==> config.mk <==
export PLATFORM = sky130hd
export DESIGN_NAME = md_stall_ctrl
export DESIGN_NICKNAME = d
export VERILOG_FILES = /design/src/rtl/md_stall_ctrl_pkg.sv /design/src/rtl/md_perf_cnt.sv /design/src/rtl/md_stall_ctrl.sv
export SDC_FILE = /design/constraint.sdc
export NUM_CORES = 1
export LEC_CHECK = 0
export CELL_PAD_IN_SITES_DETAIL_PLACEMENT = 1
export CELL_PAD_IN_SITES_GLOBAL_PLACEMENT = 1
export CORE_ASPECT_RATIO = 1.1
export CORE_MARGIN = 5
export CORE_UTILIZATION = 37
export CTS_CLUSTER_DIAMETER = 40
export DETAILED_ROUTE_END_ITERATION = 16
export MAX_ROUTING_LAYER = met4
export PLACE_DENSITY = 0.8
export SLEW_MARGIN = 0
export SYNTH_ARGS = -nofsm -noshare
export SYNTH_HDL_FRONTEND = slang
export SYNTH_SLANG_ARGS = --single-unit
==> constraint.sdc <==
create_clock -name clk -period 3.49 [get_ports clk]
set_input_delay 1.047 -clock clk [delete_from_list [all_inputs] [get_ports clk]]
set_output_delay 1.047 -clock clk [all_outputs]
set_load 0.05 [all_outputs]
==> src/rtl/md_stall_ctrl_pkg.sv <==
// Shared HILO op-class codes and mult/div latencies, so the HILO unit and
// its issue-side controller always agree on encoding and timing.
package md_stall_ctrl_pkg;

  typedef enum logic [3:0] {
    HILO_NONE  = 4'd0,
    HILO_MULT  = 4'd1,
    HILO_MULTU = 4'd2,
    HILO_DIV   = 4'd3,
    HILO_DIVU  = 4'd4,
    HILO_MFHI  = 4'd5,
    HILO_MFLO  = 4'd6,
    HILO_MTHI  = 4'd7,
    HILO_MTLO  = 4'd8
  } hilo_op_e;

  localparam int MD_MULT_CYCLES = 5;
  localparam int MD_DIV_CYCLES  = 10;

  typedef struct packed {
    logic start;
    logic long_op;
    logic d_md;
  } md_dec_t;

  // Codes 9..15 fall through to the defaults and count as non-HILO.
  function automatic logic is_md_op(input logic [3:0] op);
    logic r;
    r = 1'b0;
    case (op)
      HILO_MULT, HILO_MULTU, HILO_DIV, HILO_DIVU: r = 1'b1;
      default:                                    r = 1'b0;
    endcase
    return r;
  endfunction

  function automatic logic is_long_op(input logic [3:0] op);
    return (op == HILO_DIV) || (op == HILO_DIVU);
  endfunction

  function automatic logic is_hilo_class(input logic [3:0] op);
    logic r;
    r = 1'b0;
    case (op)
      HILO_MULT, HILO_MULTU, HILO_DIV, HILO_DIVU,
      HILO_MFHI, HILO_MFLO, HILO_MTHI, HILO_MTLO: r = 1'b1;
      default:                                    r = 1'b0;
    endcase
    return r;
  endfunction

  function automatic md_dec_t md_decode(input logic [3:0] d_type,
                                        input logic [3:0] e_type,
                                        input logic       e_flush);
    md_dec_t dec;
    dec.start   = !e_flush && is_md_op(e_type);
    dec.long_op = is_long_op(e_type);
    dec.d_md    = is_hilo_class(d_type);
    return dec;
  endfunction

endpackage

==> src/rtl/md_perf_cnt.sv <==
// Saturating event counter for performance reporting; sticks at all-ones.
module md_perf_cnt #(
  parameter int W = 32
) (
  input  logic         clk,
  input  logic         reset,
  input  logic         i_inc,
  output logic [W-1:0] o_cnt
);

  logic [W-1:0] r_cnt;

  always_ff @(posedge clk) begin
    if (!reset)
      r_cnt <= '0;
    else if (i_inc && (r_cnt != '1))
      r_cnt <= r_cnt + W'(1);
  end

  assign o_cnt = r_cnt;

endmodule

==> src/rtl/md_stall_ctrl.sv <==
// Issue-side controller for the E-stage mult/div unit: shadow latency
// countdown, D-stage stall generation, protocol check and stall counter.
module md_stall_ctrl
  import md_stall_ctrl_pkg::*;
#(
  parameter int MULT_CYCLES = MD_MULT_CYCLES,
  parameter int DIV_CYCLES  = MD_DIV_CYCLES,
  parameter int CNT_W       = 4,
  parameter int PERF_W      = 32
) (
  input  logic              clk,
  input  logic              reset,
  input  logic [3:0]        D_Type,
  input  logic [3:0]        E_Type,
  input  logic              E_flush,
  output logic              md_stall,
  output logic              md_busy,
  output logic [CNT_W-1:0]  md_remain,
  output logic              proto_err,
  output logic [PERF_W-1:0] stall_cnt
);

  md_dec_t          w_dec;
  logic             w_inflight;
  logic             w_busy;
  logic             w_stall;
  logic [CNT_W-1:0] w_remain_nxt;
  logic [CNT_W-1:0] r_remain;
  logic             r_proto_err;

  assign w_dec      = md_decode(D_Type, E_Type, E_flush);
  assign w_inflight = (r_remain != '0);

  // Busy covers the start cycle itself, so a dependent op in D stalls
  // immediately rather than one cycle late.
  assign w_busy  = w_dec.start || w_inflight;
  assign w_stall = w_dec.d_md && w_busy;

  always_comb begin
    w_remain_nxt = '0;
    if (w_inflight)
      w_remain_nxt = r_remain - CNT_W'(1);
    else if (w_dec.start)
      w_remain_nxt = w_dec.long_op ? CNT_W'(DIV_CYCLES) : CNT_W'(MULT_CYCLES);
  end

  always_ff @(posedge clk) begin
    if (!reset) begin
      r_remain    <= '0;
      r_proto_err <= 1'b0;
    end else begin
      r_remain <= w_remain_nxt;
      if (w_dec.start && w_inflight)
        r_proto_err <= 1'b1;
    end
  end

  md_perf_cnt #(
    .W (PERF_W)
  ) u_stall_cnt (
    .clk   (clk),
    .reset (reset),
    .i_inc (w_stall),
    .o_cnt (stall_cnt)
  );

  assign md_stall  = w_stall;
  assign md_busy   = w_busy;
  assign md_remain = r_remain;
  assign proto_err = r_proto_err;

endmodule

==> results.json, run 1 <==
{
  "wl_per_cell_um": 16.2,
  "p_sw_share_pct": 41.3,
  "routedLengthMet1_um": 2700,
  "comb_power_share_pct": 46.9,
  "worstSetupStartpoint": "E_Type[3]",
  "rsz0062_at_grt": "false",
  "tns_ns": 0,
  "hold_ws_ns": 0.473,
  "ios": 50,
  "cts_root_buf": "clkbuf_8",
  "start_util_pct": 38.4,
  "layout_setup_ws_ns": 0.0686,
  "num_vias": 2145,
  "ys_seq_elements": 37,
  "clock_power_share_pct": 20.7,
  "core.rowCount": 28,
  "cts_tree": "done",
  "min_from": "proto_err",
  "num-fill-cells": 645,
  "clkLatencyLatePin_ns": 0.29,
  "postSynth.asyncResetShare_pct": 0,
  "nets": 308,
  "synth_cells": 242,
  "synth_simple_gate_area_share_pct": 33.8,
  "synth_cell_types": 42,
  "antenna_found_initial": 0,
  "clock_sinks": 37,
  "synth_edf_count": 0,
  "dp_slack_ns": -0.0551,
  "finalInstanceArea_um2": 2800,
  "max_cap_violations": 0,
  "grt_first_pass_wirelength_um": 10200,
  "gp_congestion": 0.780,
  "period_share_pct": 98.0,
  "crit_type": "in2out",
  "postLayoutCoreUtil_pct": 51.5,
  "numCtsBuffers": 5,
  "clk_pin_slew_ns": 0.07,
  "endpoint_kind": "output pin",
  "ant_nets": 0,
  "power.switching_uw": 620,
  "die_w_um": 81.6,
  "top_layer": "met4",
  "viasPerCell": 5.80,
  "clock.fmax_mhz": 292,
  "yosysTopAreaCell": "dfxtp_1",
  "required_ns": 2.44,
  "finClkSkew_ns": 0.00592,
  "tightest_slew_ns": 0.849,
  "yosysWarningCount": 0,
  "dieHeight_um": 88.7,
  "die_area_um2": 7240,
  "min_path_type": "reg2reg",
  "leakagePower_nw": 0.887,
  "reg2reg_from": "u_stall_cnt.o_cnt[0]",
  "power_frac_seq_pct": 32.3,
  "start_kind": "input port",
  "cts_buffer_depth": 2,
  "seq_area_um2": 741,
  "seq_area_frac_synth_pct": 35.5,
  "grt_max_degree": 41,
  "final_cell_mix": "43 x clkdlybuf4s50_1, 37 x dfxtp_1, 28 x a21oi_1, 16 x o31ai_1, 15 x or4_1",
  "setup_viol": 0,
  "gr-total-overflow": 0,
  "route.detailed.drc": 0,
  "drt_iter0_drc": 65,
  "synthXorXnorAreaFrac_pct": 1.26,
  "max-slew-margin-rel_pct": 43.2,
  "port_buffers": 49,
  "synthToLayoutAreaGrowth_pct": 34.1,
  "power_per_cell_area_nw_per_um2": 538,
  "track_usage_pct": 18.4,
  "drv_slew": 0,
  "synth.top_cells.by_area": "dfxtp_1 36%, a21oi_1 6.7%, o31ai_1 5.8%",
  "netlist_area_um2": 2090,
  "synth_top_area_share_pct": 35.5,
  "fp.coreArea_um2": 5430,
  "synth_fp_nets": 255,
  "synth_compound_area_share_pct": 22.4,
  "totalWireLength_um": 5990,
  "outcome": "finished, final reports clean",
  "layout_commonest_cell": "clkdlybuf4s50_1",
  "finalHoldViolCount": 0,
  "vdd_ir_drop_max_mv": 0.268,
  "cp.arrival_ns": 2.37,
  "synth_flop_cell": "dfxtp_1",
  "dp.final_hpwl_um": 4300,
  "drtPass1Iterations": 4,
  "grt_pass1_vias": 2163,
  "multi_input_area_um2": 1250,
  "cp_max_fo": 4,
  "placed_area_um2": 2690,
  "drive_above_1_share_pct": 10.2,
  "dr_wl_met2_um": 3010,
  "fin_crit_ns": 3.42,
  "antenna_cells": 0,
  "synth_top_family_by_area": "simple AND/OR/NAND/NOR gates",
  "wl_met3_um": 188,
  "avgSynthCellArea_um2": 8.62,
  "muxShareOfSynthArea_pct": 1.44,
  "synth_adder_area_share_pct": 1.20,
  "htreeDepth": 2,
  "internal_power_uw": 883
}
==> synth_stat cells, types with 5 or more instances <==
cell type  instances
a21oi_1           28
and4_1             5
clkbuf_1           6
dfxtp_1           37
inv_1              5
nand2_1           14
nand2b_1           8
nand3_1           10
nand4_1           14
nor3_1             6
o21ai_0            9
o31ai_1           16
o41ai_1            5
or3_1              9
or4_1             15
==> worst max-delay path, cell delays in order <==
cell and delay [ns]:
clkdlybuf4s50_1 0.40, or2_4 0.26, o31ai_4 0.32, nand2_4 0.14, inv_12 0.08, buf_12 0.12
==> per-stage QoR <==
stage,power (mW),instances
after global placement,1.18,362
after floorplan,0.981,242
after global routing,1.58,370
after CTS,1.51,369
after detailed placement,1.19,362
final,1.50,370
==> power groups by stage <==
stage | Combinational [mW] | Sequential [mW] | Clock [mW]
global route | 0.750 | 0.493 | 0.339
floorplan | 0.382 | 0.598 | 0
detailed placement | 0.694 | 0.496 | 0
finish | 0.706 | 0.486 | 0.311
CTS | 0.706 | 0.487 | 0.319
global placement | 0.683 | 0.496 | 0
==> cell families after synthesis <==
kind of cell    after synthesis
mux                           3
fa+ha+maj                     2
simple gates                109
compound gates               70
flops                        37
buf+inv                      18
xor+xnor                      3
==> path summary, 6_finish.rpt <==
check | to | slack (ns) | cells past startpoint
setup / recovery | md_stall | 0.07 | 6
hold reg to reg | proto_err | 0.47 | 1
hold / removal | proto_err | 0.47 | 1
setup reg to reg | u_stall_cnt.o_cnt[15] | 0.99 | 6
==> registers in the layout, indices dropped and copies added (netlist names) <==
| name | cells |
|---|---|
| md_remain | 4 |
| u_stall_cnt.o_cnt | 32 |
| proto_err | 1 |
==> per-layer routing <==
layer  global-route usage (%)  vias up
li1                         -     1057
met1                     22.2     1038
met2                     31.3       40
met3                     3.56       10
met4                     5.29        0
met5                        -        -
==> cell type report <==
type                            instances  share of cell area [%]
Multi-Input combinational cell        187                    44.8
Sequential cell                        37                    26.5
Inverter                                6                    1.25
Clock buffer                            7                    3.09
Timing Repair Buffer                   58                    21.0
Tap cell                               75                    3.36
==> what timing repair did <==
action | 4_1_cts | 5_1_grt
hold endpoints to repair | 0 | 0
hold buffers | 0 | 0
endpoints found under the setup margin | 2 | 2
buffers inserted | 0 | 1
resized for setup | 2 | 3
pin swaps | 2 | 3
(Power assumes the default switching activity.)
==> inputs of run 2 (changes only) <==
Settings changed: CORE_ASPECT_RATIO 1.1 to not set, CORE_MARGIN 5 to 4.
==> run 2 against run 1 <==
Against the previous run:
- register-to-register slack worse by 0.11 ns
- clock power is 43% higher
- clock skew increased by 0.0033 ns
- highest routed layer unchanged
- non-clock buffer count stayed put
- cell count down 0.54%
==> results.json, run 2 (synthesis results as in run 1) <==
{
  "grt_busiest_layer": "met2",
  "cts_tree": "done",
  "die_w_um": 83.1,
  "cts_buffer_depth": 2,
  "clock_sinks": 37,
  "cp_max_fo": 4,
  "gp_congestion": 0.748,
  "ant_nets": 0,
  "fp.coreArea_um2": 5470,
  "grtUsageMet1_pct": 22.3,
  "min_path_type": "reg2reg",
  "final_cell_mix": "43 x clkdlybuf4s50_1, 37 x dfxtp_1, 28 x a21oi_1, 16 x o31ai_1, 15 x or4_1",
  "layout_setup_ws_ns": 0.0479,
  "gr-total-overflow": 0,
  "drive_above_1_share_pct": 10.8,
  "leakagePower_nw": 0.911,
  "drv_slew": 0,
  "ios": 50,
  "numCtsBuffers": 5,
  "htreeDepth": 2,
  "crit_type": "in2out",
  "start_util_pct": 38.1,
  "grt_max_degree": 41,
  "antenna_cells": 0,
  "final_cells": 368,
  "clkLatencyLatePin_ns": 0.30,
  "wl_per_cell_um": 16.5,
  "grt_first_pass_wirelength_um": 10400,
  "place_inst": 360,
  "viasPerCell": 5.91,
  "layout_commonest_cell": "clkdlybuf4s50_1",
  "clk_pin_slew_ns": 0.08,
  "fin_crit_ns": 3.44,
  "drtPass1Iterations": 4,
  "period_share_pct": 98.6,
  "route.detailed.drc": 0,
  "nets": 308,
  "rsz0062_at_grt": "false",
  "endpoint_kind": "output pin",
  "start_kind": "input port",
  "cts_setup_buffers": 0,
  "outcome": "finished, final reports clean",
  "dp_slack_ns": -0.0559,
  "power_per_cell_area_nw_per_um2": 578,
  "max_cap_violations": 0,
  "dieHeight_um": 83.1,
  "die_area_um2": 6900,
  "tightest_slew_ns": 0.826,
  "met3_usage_pct": 4.27,
  "clock.fmax_mhz": 291,
  "port_buffers": 49,
  "tns_ns": 0,
  "core.rowCount": 27,
  "drt_iter0_drc": 104,
  "finClkSkew_ns": 0.00919,
  "dp.final_hpwl_um": 4310,
  "largest_reg_flops": 32,
  "hold_buffers": 0,
  "cts_root_buf": "clkbuf_8",
  "required_ns": 2.44,
  "totalWireLength_um": 6080,
  "synthToLayoutAreaGrowth_pct": 36.2,
  "max-slew-margin-rel_pct": 44.8,
  "postLayoutCoreUtil_pct": 51.9,
  "track_usage_pct": 18.6,
  "finalHoldViolCount": 0,
  "setup_viol": 0,
  "cp.arrival_ns": 2.40,
  "antenna_found_initial": 0,
  "grt_pass1_vias": 2150,
  "vdd_ir_drop_max_mv": 0.412,
  "num_vias": 2176,
  "grt_util_met2_pct": 31.6
}
-- run 2: worst max-delay path, cell delays in order --
cell	delay (ns)
clkdlybuf4s50_1	0.39
or2_4	0.25
o31ai_4	0.35
nand2_4	0.14
inv_12	0.08
buf_12	0.12
-- run 2: where the power goes --
group,switching (mW),internal [mW],leakage [nW]
logic,0.438,0.273,0.543
clock network,0.160,0.284,0.0681
registers,0.0330,0.454,0.299
-- run 2: final cells by class --
cell class                      instances  area (um^2)
Sequential cell                        37          741
Fill cell                             637         2630
Clock inverter                          3         65.1
Tap cell                               72         90.1
Multi-Input combinational cell        187         1250
Clock buffer                            5         68.8
Inverter                                6         35.0
Timing Repair Buffer                   58          588
-- run 2: worst paths after layout --
check	start	endpoint	slack, ns	cells after the start
setup reg to reg	u_stall_cnt.o_cnt[0]	u_stall_cnt.o_cnt[15]	0.88	6
hold reg to reg	proto_err	proto_err	0.47	1
hold / removal	proto_err	proto_err	0.47	1
setup / recovery	E_Type[3]	md_stall	0.05	6
-- run 2: per-layer routing --
metal	part of all wire (%)	vias up	wire length, um
li1	-	1056	-
met1	47	1077	2830
met2	49	35	3000
met3	3.0	8	182
met4	1.1	0	67
met5	0	-	0
-- run 2: stage by stage --
| step | hold WS, ns | total power, mW | cell area, um^2 |
|---|---|---|---|
| final | 0.471 | 1.64 | 2840 |
| after global routing | 0.494 | 1.71 | 2840 |
| after CTS | 0.477 | 1.65 | 2830 |
| after detailed placement | 0.457 | 1.20 | 2700 |
| after global placement | 0.449 | 1.18 | 2700 |
| after floorplan | 0.685 | 0.981 | 2120 |
-- run 2: repair_timing --
| item | 4_1_cts | 5_1_grt |
|---|---|---|
| setup endpoints to repair | 2 | 2 |
| pin swaps | 2 | 3 |
| gates resized for setup | 2 | 3 |
==> inputs of run 3 (changes only) <==
Settings changed: SETUP_SLACK_MARGIN set to 0.5.
==> run 3 against run 2 <==
Against the previous run:
- sequential cell count unchanged
- register-to-register slack got worse by 0.02 ns
- critical path depth unchanged
- count of clock-buffer cells in the layout unchanged
- first-iteration DRC count increased by 17%
- sequential share of layout area decreased by 0.51 points
- non-clock buffer count increased by 6
- sequential power about the same
- clock power about the same
- critical path type unchanged
- largest power group unchanged
- highest routed layer unchanged
==> results.json, run 3 (synthesis results as in run 1) <==
{
  "cts_tree": "done",
  "postLayoutCoreUtil_pct": 52.9,
  "antenna_cells": 0,
  "wl_per_cell_um": 16.6,
  "min_from": "proto_err",
  "crit_type": "in2out",
  "nets": 314,
  "viasPerCell": 5.87,
  "gp_congestion": 0.748,
  "hold_buffers": 0,
  "ios": 50,
  "drtPass1Iterations": 4,
  "die_area_um2": 6900,
  "htreeDepth": 2,
  "start_kind": "input port",
  "port_buffers": 49,
  "antenna_found_initial": 0,
  "largest_reg_flops": 32,
  "synthToLayoutAreaGrowth_pct": 38.9,
  "num_vias": 2197,
  "fin_crit_ns": 3.11,
  "r2r_end": "u_stall_cnt.o_cnt[15]",
  "max-slew-margin-rel_pct": 44.1,
  "route.detailed.drc": 0,
  "core.rowCount": 27,
  "grt_pass1_vias": 2222,
  "period_share_pct": 89.0,
  "hold_path_end": "proto_err",
  "vdd_ir_drop_max_mv": 0.423,
  "die_w_um": 83.1,
  "final_cell_mix": "38 x clkdlybuf4s50_1, 37 x dfxtp_1, 28 x a21oi_1, 16 x o31ai_1, 15 x or4_1",
  "finClkSkew_ns": 0.0116,
  "layout_commonest_cell": "clkdlybuf4s50_1",
  "outcome": "finished, final reports clean",
  "power_per_cell_area_nw_per_um2": 576,
  "clkLatencyLatePin_ns": 0.30,
  "finalInstanceArea_um2": 2900,
  "cts_root_buf": "clkbuf_8",
  "rsz0062_at_grt": "true",
  "drt_iter0_drc": 122,
  "ant_nets": 0,
  "start_util_pct": 38.1,
  "drive_above_1_share_pct": 15.2,
  "totalWireLength_um": 6230,
  "dp.final_hpwl_um": 4310,
  "r2r_slack_ns": 0.86,
  "track_usage_pct": 19.0,
  "tightest_slew_ns": 0.836,
  "clk_pin_slew_ns": 0.08,
  "grt_max_degree": 41,
  "cp_max_fo": 2,
  "max_cap_violations": 0,
  "tns_ns": 0,
  "finalHoldViolCount": 0,
  "cp.arrival_ns": 2.06,
  "gr-total-overflow": 0,
  "dieHeight_um": 83.1,
  "numCtsBuffers": 5,
  "grt_first_pass_wirelength_um": 10700,
  "clock.fmax_mhz": 322,
  "setup_viol": 0,
  "placed_area_um2": 2700,
  "fp.coreArea_um2": 5470,
  "r2r_cells": 6,
  "leakagePower_nw": 0.934,
  "cts_buffer_depth": 2,
  "drv_slew": 0,
  "endpoint_kind": "output pin",
  "required_ns": 2.44,
  "clock_sinks": 37,
  "reg2reg_from": "u_stall_cnt.o_cnt[0]",
  "holdPathStages": 1,
  "min_path_type": "reg2reg"
}
run 3: cell types whose count changed in the layout (fill, tap and decap cells not counted), moves of 2 or more:
cell / change
buf_4: +6
clkdlybuf4s50_1: -5
buf_6: +3
dlygate4sd2_1: +2
dlymetal6s2s_1: -3
run 3: worst max path at each step:
stage / start / end / slack (ns) / cells after the start
final: E_Type[3] / md_stall / 0.38 / 6
after global routing: D_Type[0] / md_stall / 0.35 / 6
after CTS: E_flush / md_stall / 0.38 / 6
after detailed placement: E_Type[1] / md_busy / -0.06 / 6
after global placement: E_Type[1] / md_busy / -0.04 / 6
after floorplan: E_Type[0] / md_stall / -0.04 / 6
run 3: area by class of cell:
cell class	instances	area (um^2)
Fill cell	633	2580
Multi-Input combinational cell	187	1270
Sequential cell	37	741
Timing Repair Buffer	64	627
Tap cell	72	90.1
Clock buffer	5	68.8
Clock inverter	3	65.1
Inverter	6	35.0
run 3: routing by layer:
layer | share of wire [%] | vias to the layer above | track usage, % | routed length (um)
met1 | 46 | 1066 | 23.0 | 2890
met3 | 3.3 | 11 | 3.08 | 203
met5 | 0 | - | - | 0
li1 | - | 1068 | - | -
met4 | 1.8 | 0 | 7.13 | 112
met2 | 49 | 52 | 31.7 | 3020
run 3: repair_timing:
item | in CTS | in global routing
resized for setup | 31 | 2
gates cloned | 0 | 0
pin swaps | 6 | 5
endpoints found under the setup margin | 14 | 2
setup buffers | 4 | 2
run 3: report_power, final:
group	switching (mW)	total (mW)	internal, mW
registers	0.0352	0.490	0.454
clock network	0.161	0.445	0.284
logic	0.440	0.734	0.294
total	0.636	1.67	1.03
run 3: worst max-delay path: stages:
cell and delay (ns):
buf_6 0.09, or2_4 0.25, o31ai_4 0.33, nand2_4 0.14, inv_12 0.07, buf_12 0.12
run 3: stage by stage:
step / total power, mW / hold slack, ns / cells / worst slack (ns)
final: 1.67 / 0.471 / 374 / 0.384
after global routing: 1.74 / 0.494 / 374 / 0.350
after CTS: 1.66 / 0.477 / 372 / 0.376
after detailed placement: 1.20 / 0.457 / 360 / -0.0559
after global placement: 1.18 / 0.449 / 360 / -0.0407
after floorplan: 0.981 / 0.685 / 242 / -0.0350
